## config.mk

```make
export PLATFORM = sky130hd
export DESIGN_NAME = jtag_dr_scan_controller
export DESIGN_NICKNAME = d
export VERILOG_FILES = /design/src/rtl/jtag_dr_scan_controller.sv
export SDC_FILE = /design/constraint.sdc
export NUM_CORES = 1
export LEC_CHECK = 0
export ABC_CLOCK_PERIOD_IN_PS = 1900
export CAP_MARGIN = 0
export CORE_ASPECT_RATIO = 1.4
export CORE_MARGIN = 5
export CORE_UTILIZATION = 50
export DETAILED_ROUTE_END_ITERATION = 8
export PLACE_DENSITY = 0.75
export SETUP_SLACK_MARGIN = 0.5
export SLEW_MARGIN = 20
export SYNTH_ARGS = -nofsm -noshare
export SYNTH_HDL_FRONTEND = slang
export SYNTH_SLANG_ARGS = --single-unit
export TNS_END_PERCENT = 50
```

## constraint.sdc

```tcl
create_clock -name tck -period 1.9 [get_ports tck]
set_input_delay 0.19 -clock tck [delete_from_list [all_inputs] [get_ports tck]]
set_output_delay 0.19 -clock tck [all_outputs]
set_load 0.01 [all_outputs]
```

## src/rtl/jtag_dr_scan_controller.sv

```systemverilog
// JTAG IR/DR scan controller behind the TAP state machine.
// Sequences capture/shift/update of IR and IDCODE/BYPASS/USER chains.
module jtag_dr_scan_controller #(
    parameter int          IR_WIDTH     = 4,
    parameter logic [31:0] IDCODE_VALUE = 32'h000FAF01,
    parameter int          USER_WIDTH   = 8
) (
    input  logic                  tck,
    input  logic                  trst,
    input  logic [4:0]            tap_state,
    input  logic                  tdi,
    output logic                  tdo,
    output logic                  tdo_en,
    output logic [IR_WIDTH-1:0]   ir_value,
    input  logic [USER_WIDTH-1:0] user_capture_data,
    output logic [USER_WIDTH-1:0] user_update_data,
    output logic                  user_update_valid,
    output logic                  abort_pulse
);

    localparam logic [4:0] TEST_LOGIC_RESET = 5'h00;
    localparam logic [4:0] CAPTURE_DR       = 5'h04;
    localparam logic [4:0] CAPTURE_IR       = 5'h05;
    localparam logic [4:0] SHIFT_DR         = 5'h06;
    localparam logic [4:0] SHIFT_IR         = 5'h07;
    localparam logic [4:0] UPDATE_DR        = 5'h14;
    localparam logic [4:0] UPDATE_IR        = 5'h15;

    localparam logic [IR_WIDTH-1:0] IR_ABORT   = IR_WIDTH'(4'b1000);
    localparam logic [IR_WIDTH-1:0] IR_USER    = IR_WIDTH'(4'b1010);
    localparam logic [IR_WIDTH-1:0] IR_IDCODE  = IR_WIDTH'(4'b1110);
    localparam logic [IR_WIDTH-1:0] IR_CAPTURE = IR_WIDTH'(4'b0101);

    logic [IR_WIDTH-1:0]   ir_sr;
    logic [31:0]           id_sr;
    logic                  bypass_sr;
    logic [USER_WIDTH-1:0] user_sr;

    logic sel_idcode;
    logic sel_user;
    logic sel_abort;
    logic sel_bypass;

    // Undefined codes (and ABORT) fall back to the 1-bit BYPASS chain.
    assign sel_idcode = (ir_value == IR_IDCODE);
    assign sel_user   = (ir_value == IR_USER);
    assign sel_abort  = (ir_value == IR_ABORT);
    assign sel_bypass = !sel_idcode && !sel_user;

    // Instruction register: capture, shift, and commit to ir_value.
    always_ff @(posedge tck or posedge trst) begin
        if (trst) begin
            ir_value <= IR_IDCODE;
            ir_sr    <= '0;
        end else begin
            case (tap_state)
                TEST_LOGIC_RESET: ir_value <= IR_IDCODE;
                CAPTURE_IR:       ir_sr    <= IR_CAPTURE;
                SHIFT_IR:         ir_sr    <= {tdi, ir_sr[IR_WIDTH-1:1]};
                UPDATE_IR:        ir_value <= ir_sr;
                default:          ;
            endcase
        end
    end

    // Data registers: only the chain selected by ir_value moves.
    always_ff @(posedge tck or posedge trst) begin
        if (trst) begin
            id_sr     <= IDCODE_VALUE;
            bypass_sr <= 1'b0;
            user_sr   <= '0;
        end else begin
            case (tap_state)
                CAPTURE_DR: begin
                    if (sel_idcode) id_sr     <= IDCODE_VALUE;
                    if (sel_bypass) bypass_sr <= 1'b0;
                    if (sel_user)   user_sr   <= user_capture_data;
                end
                SHIFT_DR: begin
                    if (sel_idcode) id_sr     <= {tdi, id_sr[31:1]};
                    if (sel_bypass) bypass_sr <= tdi;
                    if (sel_user)   user_sr   <= {tdi, user_sr[USER_WIDTH-1:1]};
                end
                default: ;
            endcase
        end
    end

    // Update strobes; UpdateDr lasts one tck so each pulse is one cycle.
    always_ff @(posedge tck or posedge trst) begin
        if (trst) begin
            user_update_data  <= '0;
            user_update_valid <= 1'b0;
            abort_pulse       <= 1'b0;
        end else begin
            user_update_valid <= (tap_state == UPDATE_DR) && sel_user;
            abort_pulse       <= (tap_state == UPDATE_DR) && sel_abort;
            if ((tap_state == UPDATE_DR) && sel_user)
                user_update_data <= user_sr;
        end
    end

    // Serial output: LSB of the active register, forced low in reset.
    always_comb begin
        tdo    = 1'b0;
        tdo_en = 1'b0;
        if (!trst) begin
            case (tap_state)
                SHIFT_IR: begin
                    tdo    = ir_sr[0];
                    tdo_en = 1'b1;
                end
                SHIFT_DR: begin
                    tdo_en = 1'b1;
                    if (sel_user)        tdo = user_sr[0];
                    else if (sel_idcode) tdo = id_sr[0];
                    else                 tdo = bypass_sr;
                end
                default: ;
            endcase
        end
    end

endmodule

```

==> reports/results.txt <==
Status = complete, no violations
Post-route worst setup slack = 0.09926 ns
Cell variety after synth = 30
Avg Cell Area, Syn = 11.86 um2
Max_slew headroom = 51.44%
Largest delay share family, worst path = flip-flops
# IOs = 32
CP cell instances = and3b_2 -> o21ai_0 -> o21a_1 -> buf_6
Worst Max-Slew Pin Slew = 0.7285 ns
CP bufs+invs = 1
DR DRC count = 0
Pwr Total = 3.681 mW
Yosys top cell by area = dfrtp_1
Clk_skew = 0.008042 ns
Core area = 0.005197 mm2
Synth Net Count = 244
Row Count = 31
RSZ-0062 raised after global routing = true
Worst r2r path cells = 4
Gate Count Post-Synth = 228
DR vias/cell = 5.106
Adder-cell area share of the yosys netlist = 0%
Clock power frac = 28.4%
Post-route ant nets = 0
Sequential fraction of the synthesis area = 55.25%
Comb pwr share = 21.4%
Final RePlAce weighted congestion = 0.7543
Top cells by area, synth = dfrtp_1, dfstp_2, mux2_2
Critical Path AT = 1.61 ns
Antenna violations before repair = 0
Final wirelength = 5365 um
FF-to-FF End = user_update_data[7]
Remaining Overflow, GRT = 0
P_sw = 986.7 uW
Inst Count DP = 330
WS Path Type = reg2out
Number of synthesized register bits = 59
Top achievable clock speed = 555.3 MHz
Internal Power = 2.694 mW
Hold_buf cts = 0
Slew Viols, Final = 0
Synth Warn # = 0
Commonest non-fill, non-tap cell in the layout = dfrtp_1
Largest net degree at the start of global routing = 60
Min-Delay Path Class = in2async
WL/cell = 14.99 um
# Max-Cap Violations = 0
Crit end category = primary output
Post-route insts no fill = 358
Leakage = 1.871 nW
H-tree levels = 3
CTS tree = yes
Crit path required time = 1.71 ns
Post-Synth Simple-Gate Area = 12.63%
Skew-Pair Late Insertion Delay = 0.34 ns
Post-synthesis mux area share = 23.88%
PwrDens = 1030 mW/mm2
First-pass GRT wire length = 8997 um
All-Layer GR Usage = 16.59%
Port bufs = 31
Post-synthesis compound-gate area fraction = 2.823%
Overall die width = 72.15 um
Crit-path max FO = 4
Commonest non-fill, non-tap cells in the layout = dfrtp_1, nand2_1, mux2_2, inv_1, clkdlybuf4s50_1
Critical path startpoint category = flop
Sequential share of power = 50.2%
DIE HEIGHT = 97.01 um
Drt first pass iters = 4
Initial Util = 52.02%
Slowest CP cell = dfstp_2
Die area = 0.006999 mm2
TritonCTS Sinks = 59
Peak VDD IR = 0.6975 mV
Min Tclk post-route = 1.801 ns
Layout Nets = 303
Top-area cell type share of the netlist area = 41.65%
Sw Ratio = 26.81%
Largest family of logic cells by synthesized area = multiplexers
Clock transition at the registers of the reported paths = 0.07 ns
# diodes = 0
Period Utilization, post-route = 94.78%
Share of cells above drive strength 1 = 36.64%
Longest Clk Path Bufs = 2
Largest stage delay on the critical path = 0.59 ns
Final hold violation count = 0
CTS root buffer = clkbuf_8
Detailed-route via count = 1828
Area Overhead vs Synth = 32.16%
Iteration-0 DRC Markers = 108
FF-to-FF setup slack = 0.1 ns
CTS Buf Count = 9
Post-Synth XOR/XNOR Area = 0%
Endpoints failing setup = 0
HPWL after detailed placement = 3275 um
Vias in the first global route = 1918
Dpl ws = -0.2365 ns
Worst r2r src = ir_value[2]
Post-Syn Area = 0.002704 mm2
## layer usage
metal / track usage [%] / share of wire (%) / vias up
li1: - / - / 871
met1: 19.88 / 42 / 915
met2: 26.39 / 51 / 34
met3: 5.498 / 4.5 / 8
met4: 7.815 / 1.9 / 0
met5: 0 / 0 / -
## kinds of logic (layout without fill, tap and decap cells)
logic type,Yosys count,count (layout)
buf+inv,36,100
flops,59,59
compound gates,12,12
simple gates,64,64
mux,57,57
## tightest hold or removal path: stages
cell and delay [ns]:
dlygate4sd2_1 0.27, clkinvlp_4 0.09, buf_4 0.59
## layout make-up
class                           count  area (um2)
Fill cell                         382        1624
Clock buffer                       14       172.7
Sequential cell                    59        1494
Inverter                           24       93.84
Tap cell                           66       82.58
Clock inverter                      2       10.01
Timing Repair Buffer               60       618.1
Multi-Input combinational cell    133        1102
## registers in the layout (all words and copies together), names as in the netlist
register	cells
id_sr	32
user_sr	8
user_update_data	8
ir_sr	4
ir_value	4
abort_pulse	1
bypass_sr	1
user_update_valid	1
## Yosys cell counts
cell type,n
clkbuf_1,8
dfrtp_1,45
nor3_1,1
o21a_1,1
o22a_1,3
nand4b_1,1
mux2_2,28
buf_6,1
or4bb_1,1
a211oi_1,1
and4bb_2,1
and3b_1,1
or3b_1,2
nor3b_1,1
nand3_1,3
nor2b_1,2
nor2_1,1
mux2_4,8
or3_2,1
or4_4,1
dfstp_2,14
and2_1,3
and3_1,1
mux2i_1,21
o21ai_0,7
nand2_1,32
nand2b_1,10
inv_1,24
buf_2,3
nor4_1,2
## per-stage QoR
| step | hold slack, ns | util [%] | area (um2) | setup TNS [ns] |
|---|---|---|---|---|
| after floorplan | 0.2887 | - | 2720 | 0 |
| after global placement | 0.4906 | 62.08 | 3227 | -2.063 |
| after detailed placement | 0.4985 | 62.08 | 3227 | -2.261 |
| after CTS | 0.3165 | 66.47 | 3455 | 0 |
| after global routing | 0.3662 | 68.75 | 3573 | 0 |
| final | 0.2947 | 68.75 | 3573 | 0 |
## worst max-delay path by stage
stage / startpoint / endpoint / depth (start not counted)
after floorplan: trst / tdo / 3
after global placement: tap_state[2] / user_update_data[5] / 4
after detailed placement: tap_state[2] / user_update_data[5] / 4
after CTS: ir_value[2] / user_update_data[5] / 4
after global routing: ir_value[3] / tdo / 4
final: ir_value[3] / tdo / 4
## what timing repair did
action / CTS / global route
buffers inserted: 6 / 3
setup endpoints to repair: 73 / 73
gates cloned: 0 / 3
pin swaps: 3 / 2
hold endpoints to repair: 0 / 0
resized for setup: 21 / 7
## power groups by stage
| stage | logic [mW] | registers [mW] | clock network (mW) |
|---|---|---|---|
| 2_1_floorplan | 0.489 | 1.83 | 0 |
| 3_3_place_gp | 0.663 | 1.86 | 0 |
| 3_5_place_dp | 0.692 | 1.87 | 0 |
| 4_1_cts | 0.741 | 1.84 | 1.07 |
| 5_1_grt | 0.891 | 1.89 | 1.14 |
| 6_report | 0.788 | 1.85 | 1.05 |
Note: power is estimated with default switching activity, not from simulation.
==> RTL change 1: new RTL, same flow settings <==
Register the inputs `tap_state`, `tdi` and `user_capture_data` before use, without a reset. The logic sees them one clock later.
--- a/src/rtl/jtag_dr_scan_controller.sv
+++ b/src/rtl/jtag_dr_scan_controller.sv
@@ -31,6 +31,16 @@
     localparam logic [IR_WIDTH-1:0] IR_IDCODE  = IR_WIDTH'(4'b1110);
     localparam logic [IR_WIDTH-1:0] IR_CAPTURE = IR_WIDTH'(4'b0101);
 
+    logic [4:0] tap_state_q;
+    logic tdi_q;
+    logic [USER_WIDTH-1:0] user_capture_data_q;
+
+    always_ff @(posedge tck) begin
+        tap_state_q         <= tap_state;
+        tdi_q               <= tdi;
+        user_capture_data_q <= user_capture_data;
+    end
+
     logic [IR_WIDTH-1:0]   ir_sr;
     logic [31:0]           id_sr;
     logic                  bypass_sr;
@@ -53,10 +63,10 @@
             ir_value <= IR_IDCODE;
             ir_sr    <= '0;
         end else begin
-            case (tap_state)
+            case (tap_state_q)
                 TEST_LOGIC_RESET: ir_value <= IR_IDCODE;
                 CAPTURE_IR:       ir_sr    <= IR_CAPTURE;
-                SHIFT_IR:         ir_sr    <= {tdi, ir_sr[IR_WIDTH-1:1]};
+                SHIFT_IR:         ir_sr    <= {tdi_q, ir_sr[IR_WIDTH-1:1]};
                 UPDATE_IR:        ir_value <= ir_sr;
                 default:          ;
             endcase
@@ -70,16 +80,16 @@
             bypass_sr <= 1'b0;
             user_sr   <= '0;
         end else begin
-            case (tap_state)
+            case (tap_state_q)
                 CAPTURE_DR: begin
                     if (sel_idcode) id_sr     <= IDCODE_VALUE;
                     if (sel_bypass) bypass_sr <= 1'b0;
-                    if (sel_user)   user_sr   <= user_capture_data;
+                    if (sel_user)   user_sr   <= user_capture_data_q;
                 end
                 SHIFT_DR: begin
-                    if (sel_idcode) id_sr     <= {tdi, id_sr[31:1]};
-                    if (sel_bypass) bypass_sr <= tdi;
-                    if (sel_user)   user_sr   <= {tdi, user_sr[USER_WIDTH-1:1]};
+                    if (sel_idcode) id_sr     <= {tdi_q, id_sr[31:1]};
+                    if (sel_bypass) bypass_sr <= tdi_q;
+                    if (sel_user)   user_sr   <= {tdi_q, user_sr[USER_WIDTH-1:1]};
                 end
                 default: ;
             endcase
@@ -93,9 +103,9 @@
             user_update_valid <= 1'b0;
             abort_pulse       <= 1'b0;
         end else begin
-            user_update_valid <= (tap_state == UPDATE_DR) && sel_user;
-            abort_pulse       <= (tap_state == UPDATE_DR) && sel_abort;
-            if ((tap_state == UPDATE_DR) && sel_user)
+            user_update_valid <= (tap_state_q == UPDATE_DR) && sel_user;
+            abort_pulse       <= (tap_state_q == UPDATE_DR) && sel_abort;
+            if ((tap_state_q == UPDATE_DR) && sel_user)
                 user_update_data <= user_sr;
         end
     end
@@ -105,7 +115,7 @@
         tdo    = 1'b0;
         tdo_en = 1'b0;
         if (!trst) begin
-            case (tap_state)
+            case (tap_state_q)
                 SHIFT_IR: begin
                     tdo    = ir_sr[0];
                     tdo_en = 1'b1;
Function: changed (a bounded check fails within 4 cycles, from zero or initial values and one cycle with trst high).
==> RTL change 1 against the original RTL <==
  * Synthesized area is 8.7% higher
  * Combinational power down 34%
  * Via count down 1.3%
  * Wire length decreased by 4.7%
  * Clock skew increased by 4.9 ps
  * Critical path type unchanged
  * First-iteration DRC count is 14% lower
  * Cell area is 3.8% higher
  * Sequential cell count is 14 higher
  * Total power shrank 1.3%
  * Worst setup slack gained 73 ps
==> RTL change 1: results (changes against the original RTL) <==
- Largest net degree at the start of global routing: 59 (was 60)
- Clock slew at reported path FFs: 70 ps (about the same)
- Filler instances: 451 (was 382)
- Top area cells in the synthesized netlist: dfrtp_1, mux2_2, dfstp_2 (was dfrtp_1, dfstp_2, mux2_2)
- IO Port Bufs: 31 (unchanged)
- Synthesis Warnings: 0 (unchanged)
- Max-slew headroom: 52.5% (was 51.4%)
- Via density: 5.08 (was 5.11)
- Total GRT Usage: 16.0% (was 16.6%)
- Root buffer cell: clkbuf_8 (unchanged)
- Maximum VDD drop: 896 uV (was 697 uV)
- P_leak: 1.79 nW (was 1.87 nW)
- Placer congestion estimate: 0.835 (was 0.754)
- Post-synth net total: 251 (was 244)
- Initial antenna violation count: 0 (unchanged)
- Vias in the first global route: 1995 (was 1918)
- P_sw: 0.000858 W (was 0.000987 W)
- Status: completed (unchanged)
- Worst Path Max Fanout: 5 (was 4)
- Drt total wl: 5120 um (was 5370 um)
- Final nets: 296 (was 303)
- HP Class: in2async (unchanged)
- HPWL reported at the end of detailed placement: 3170 um (was 3280 um)
- Post-synth top cells: dfrtp_1, mux2_2, nand2_1, inv_1, mux2i_1 (was dfrtp_1, nand2_1, mux2_2, inv_1, mux2i_1)
- First-pass GRT wire length: 9170 um (was 9000 um)
- Share of cells above drive strength 1: 32.3% (was 36.6%)
- Most common cell in the synthesized netlist: dfrtp_1 (unchanged)
- Register area share after synthesis: 60.3% (was 55.3%)
- Crit path arrival time: 1540 ps (was 1610 ps)
- H-tree Lvls: 3 (unchanged)
- DR pass1 iterations: 4 (unchanged)
- FFs w/ async S/R, synth: 80.8% (was 100%)
- Placed cell area: 3370 sq um (was 3230 sq um)
- Number of DRC markers in iteration 0: 93 (was 108)
- Synth cell types: 29 (was 30)
- CTS Buffer Depth: 2 (unchanged)
- Clock skew: 13.0 ps (was 8.04 ps)
[RTL change 1: kinds of logic after synthesis]
logic type | Yosys count | share of synthesized area [%]
and+or+nand+nor | 56 | 10.4
AOI/OAI and AO/OA | 13 | 2.85
buffers and inverters | 36 | 5.49
DFF | 73 | 60.3
muxes | 57 | 20.9
[RTL change 1: layout make-up]
cell class / count / area (sq um) / share of cell area, %
Sequential cell: 73 / 1780 / 48.0
Multi-Input combinational cell: 126 / 1060 / 28.7
Timing Repair Buffer: 44 / 479 / 12.9
Clock buffer: 11 / 141 / 3.81
Inverter: 26 / 101 / 2.73
Tap cell: 70 / 87.6 / 2.36
Clock inverter: 5 / 56.3 / 1.52
[RTL change 1: power by group through the flow]
stage	Clock (W)	Sequential [W]	Combinational, W
3_3_place_gp	0	0.00195	0.000471
5_1_grt	0.00129	0.00195	0.000578
2_1_floorplan	0	0.00193	0.000323
3_5_place_dp	0	0.00195	0.000480
6_report	0.00118	0.00193	0.000524
4_1_cts	0.00122	0.00192	0.000531
[RTL change 1: final timing paths]
kind                                          end  cells past startpoint                  from  slack [ps]
max reg2reg                            user_sr[4]                      4        tap_state_q[0]         180
min in group tck           user_capture_data_q[7]                      1  user_capture_data[7]         290
max in group asynchronous              user_sr[2]                      3                  trst         940
max                                           tdo                      3        tap_state_q[3]         170
min reg2reg                           abort_pulse                      1           ir_value[0]         470
min                                   ir_value[2]                      2                  trst         260
[RTL change 1: repair_timing]
action	4_1_cts	5_1_grt
cloned	2	0
pin swaps	3	2
buffers inserted	2	0
setup endpoints to repair	69	69
resized for setup	35	1
[RTL change 1: worst max-delay path: stages, from the launching register on]
cell and delay (ps):
dfxtp_1 380, or4bb_1 520, o22ai_1 150, buf_2 160
[RTL change 1: stage by stage]
stage                     setup slack, ps  std cells
after floorplan                       179        235
after global placement                121        335
after detailed placement             71.2        335
after CTS                             138        355
after global routing                  124        355
final                                 173        355
[RTL change 1: metal layers]
| layer | up-vias | track usage, % | wire [um] | part of all wire (%) |
|---|---|---|---|---|
| li1 | 870 | - | - | - |
| met1 | 898 | 20.0 | 2240 | 44 |
| met2 | 29 | 26.5 | 2630 | 51 |
| met3 | 8 | 3.79 | 152 | 3.0 |
| met4 | 0 | 6.30 | 92 | 1.8 |
| met5 | - | 0 | 0 | 0 |
==> RTL change 2: new RTL, config.mk and constraints unchanged <==
Made on the original files. Change the parameter `IR_WIDTH` from 4 to 6.
--- a/src/rtl/jtag_dr_scan_controller.sv
+++ b/src/rtl/jtag_dr_scan_controller.sv
@@ -1,7 +1,7 @@
 // JTAG IR/DR scan controller behind the TAP state machine.
 // Sequences capture/shift/update of IR and IDCODE/BYPASS/USER chains.
 module jtag_dr_scan_controller #(
-    parameter int          IR_WIDTH     = 4,
+    parameter int          IR_WIDTH     = 6,
     parameter logic [31:0] IDCODE_VALUE = 32'h000FAF01,
     parameter int          USER_WIDTH   = 8
 ) (
Interface: changed (resized ir_value); port bits go from 32 to 34. The function was not compared with the original's and may differ.
==> RTL change 2 against the original RTL <==
  * The flow now finishes with violations (negative setup slack)
  * Total power increased by 16%
  * Sequential share of layout area decreased by 1.5 points
  * Cell area increased by 11%
  * Wire length increased by 18%
  * Die area increased by 6.8%
  * Synthesized cell count increased by 16%
  * Sequential cell count increased by 4
  * Worst setup slack got worse by 380 ps
  * Synthesized area increased by 7.8%
  * Maximum frequency decreased by 18%
  * Clock skew increased by 7.7 ps
  * Sequential power increased by 14%
  * Worst hold slack got worse by 20 ps
  * Largest power group unchanged
==> RTL change 2: results (changes against the original RTL) <==
- WL per Instance: 15.8 um (was 15.0 um)
- Clock skew: 15.7 ps (was 8.04 ps)
- Final setup viols: 41 (was 0)
- Mapped Cells: 264 (was 228)
- Crit end category: flop (was output pin)
- Via count: 2164 (was 1828)
- Synth Area in XOR/XNOR: 0% (unchanged)
- DR pass1 iterations: 4 (unchanged)
- Post-synth net total: 280 (was 244)
- Failing checks: negative setup slack
- Status: finished with violations (was completed)
- Clock slew at reported path FFs: 80 ps
- CTS Buffer Depth: 2 (unchanged)
- Vias in the first global route: 2356 (was 1918)
- Critical Path Start: ir_value[3] (unchanged)
- Critical path's top delay family: simple AND/OR/NAND/NOR gates (was flip-flops)
- N_diodes: 0 (unchanged)
- FFs w/ async S/R, synth: 100% (unchanged)
- Worst r2r path cells: 5 (was 4)
- Synth cell types: 40 (was 30)
- Placer congestion estimate: 0.769 (was 0.754)
- Num CTS Buffers: 9 (unchanged)
- Slowest stage delay, CP: 520 ps (was 590 ps)
- H-tree Lvls: 3 (unchanged)
- Register area share after synthesis: 54.7% (was 55.3%)
- Total GRT Usage: 18.9% (was 16.6%)
- Worst-Margin Slew: 763 ps (was 728 ps)
- Maximum VDD drop: 541 uV (was 697 uV)
- Top area cells in the synthesized netlist: dfrtp_1, dfstp_2, mux2i_1 (was dfrtp_1, dfstp_2, mux2_2)
- Worst Path Max Fanout: 9 (was 4)
- P_leak: 2.14 nW (was 1.87 nW)
- IO Port Bufs: 33 (was 31)
- Synth Area in Compound Gates: 9.79% (was 2.82%)
- Post-synth top cells: dfrtp_1, nand2_1, inv_1, mux2i_1, dfstp_2 (was dfrtp_1, nand2_1, mux2_2, inv_1, mux2i_1)
- Number of DRC markers in iteration 0: 118 (was 108)
- R2R Path End: id_sr[18] (was user_update_data[7])
- Initial antenna violation count: 0 (unchanged)
- Crit path arrival time: 2450 ps (was 1610 ps)
- PnR worst setup slack: -284 ps (was 99.3 ps)
- HP Class: in2async (unchanged)
- Largest net degree at the start of global routing: 64 (was 60)
- Adder-cell share of the synthesized area: 0% (unchanged)
- Top_reg_cell synth: dfrtp_1 (unchanged)
- Final nets: 343 (was 303)
- Via density: 5.38 (was 5.11)
- Root buffer cell: clkbuf_8 (unchanged)
- Slowest cell on the critical path: dfstp_2 (unchanged)
- Mux contribution to synthesized area: 16.1% (was 23.9%)
- Skew-Pair Late Insertion Delay: 340 ps (about the same)
- Synthesis Warnings: 0 (unchanged)
- Post-Place Worst Slack: -742 ps (was -236 ps)
- Biggest regs: id_sr (32), user_sr (8), user_update_data (8) (unchanged)
- Fin. Hold Viols: 0 (unchanged)
- Dpl cells: 383 (was 330)
- HPWL reported at the end of detailed placement: 3980 um (was 3280 um)
- Share of cells above drive strength 1: 32.5% (was 36.6%)
- Filler instances: 431 (was 382)
- First-pass GRT wire length: 10800 um (was 9000 um)
RTL change 2: cell count changes after synthesis, moves of 7 or more:
cell | unedited run | this run
a21oi_1 | 0 | 9
mux2_2 | 28 | 10
nor2_1 | 1 | 12
o31ai_1 | 0 | 8
o41ai_1 | 0 | 7
RTL change 2: where the power goes:
group	internal, W	total, W	switching [W]	leakage, nW
sequential	0.00186	0.00210	0.000242	0.755
clock	0.000545	0.00103	0.000481	0.0877
combinational	0.000627	0.00116	0.000532	1.30
RTL change 2: timing repair:
item,in CTS,in global routing
gates cloned,2,0
setup buffers,1,0
pin swaps,6,2
gates resized for setup,60,22
setup endpoints to repair,71,63
RTL change 2: final cells by class:
class / instances / share of cell area, %
flip-flops and latches: 63 / 40.4
multi-input cells: 156 / 33.2
repair buffers: 68 / 17.1
clock buffers: 15 / 4.21
inverters: 29 / 2.85
well taps: 70 / 2.22
clock inverters: 1 / 0.127
RTL change 2: worst register-to-register path: stages (launching register included):
cell and delay (ps):
dfstp_2 520, or4b_4 490, buf_6 140, or4_4 480, buf_12 180, mux2_4 290
RTL change 2: per-stage QoR:
step | total power (W) | TNS (ps) | area (sq um) | hold slack [ps] | util (%)
3_5_place_dp | 0.00315 | -16210 | 3520 | 493 | 61.0
6_report | 0.00428 | -10100 | 3950 | 275 | 68.3
2_1_floorplan | 0.00275 | -6020 | 2940 | 314 | -
5_1_grt | 0.00454 | -11520 | 3950 | 351 | 68.3
4_1_cts | 0.00427 | -10210 | 3870 | 492 | 67.0
3_3_place_gp | 0.00310 | -14910 | 3520 | 487 | 61.0
RTL change 2: metal layers:
layer / GRT usage (%) / part of all wire, %
met2: 32.6 / 55
met5: 0 / 0
met3: 5.31 / 3.4
met1: 21.1 / 40
met4: 8.90 / 2.3
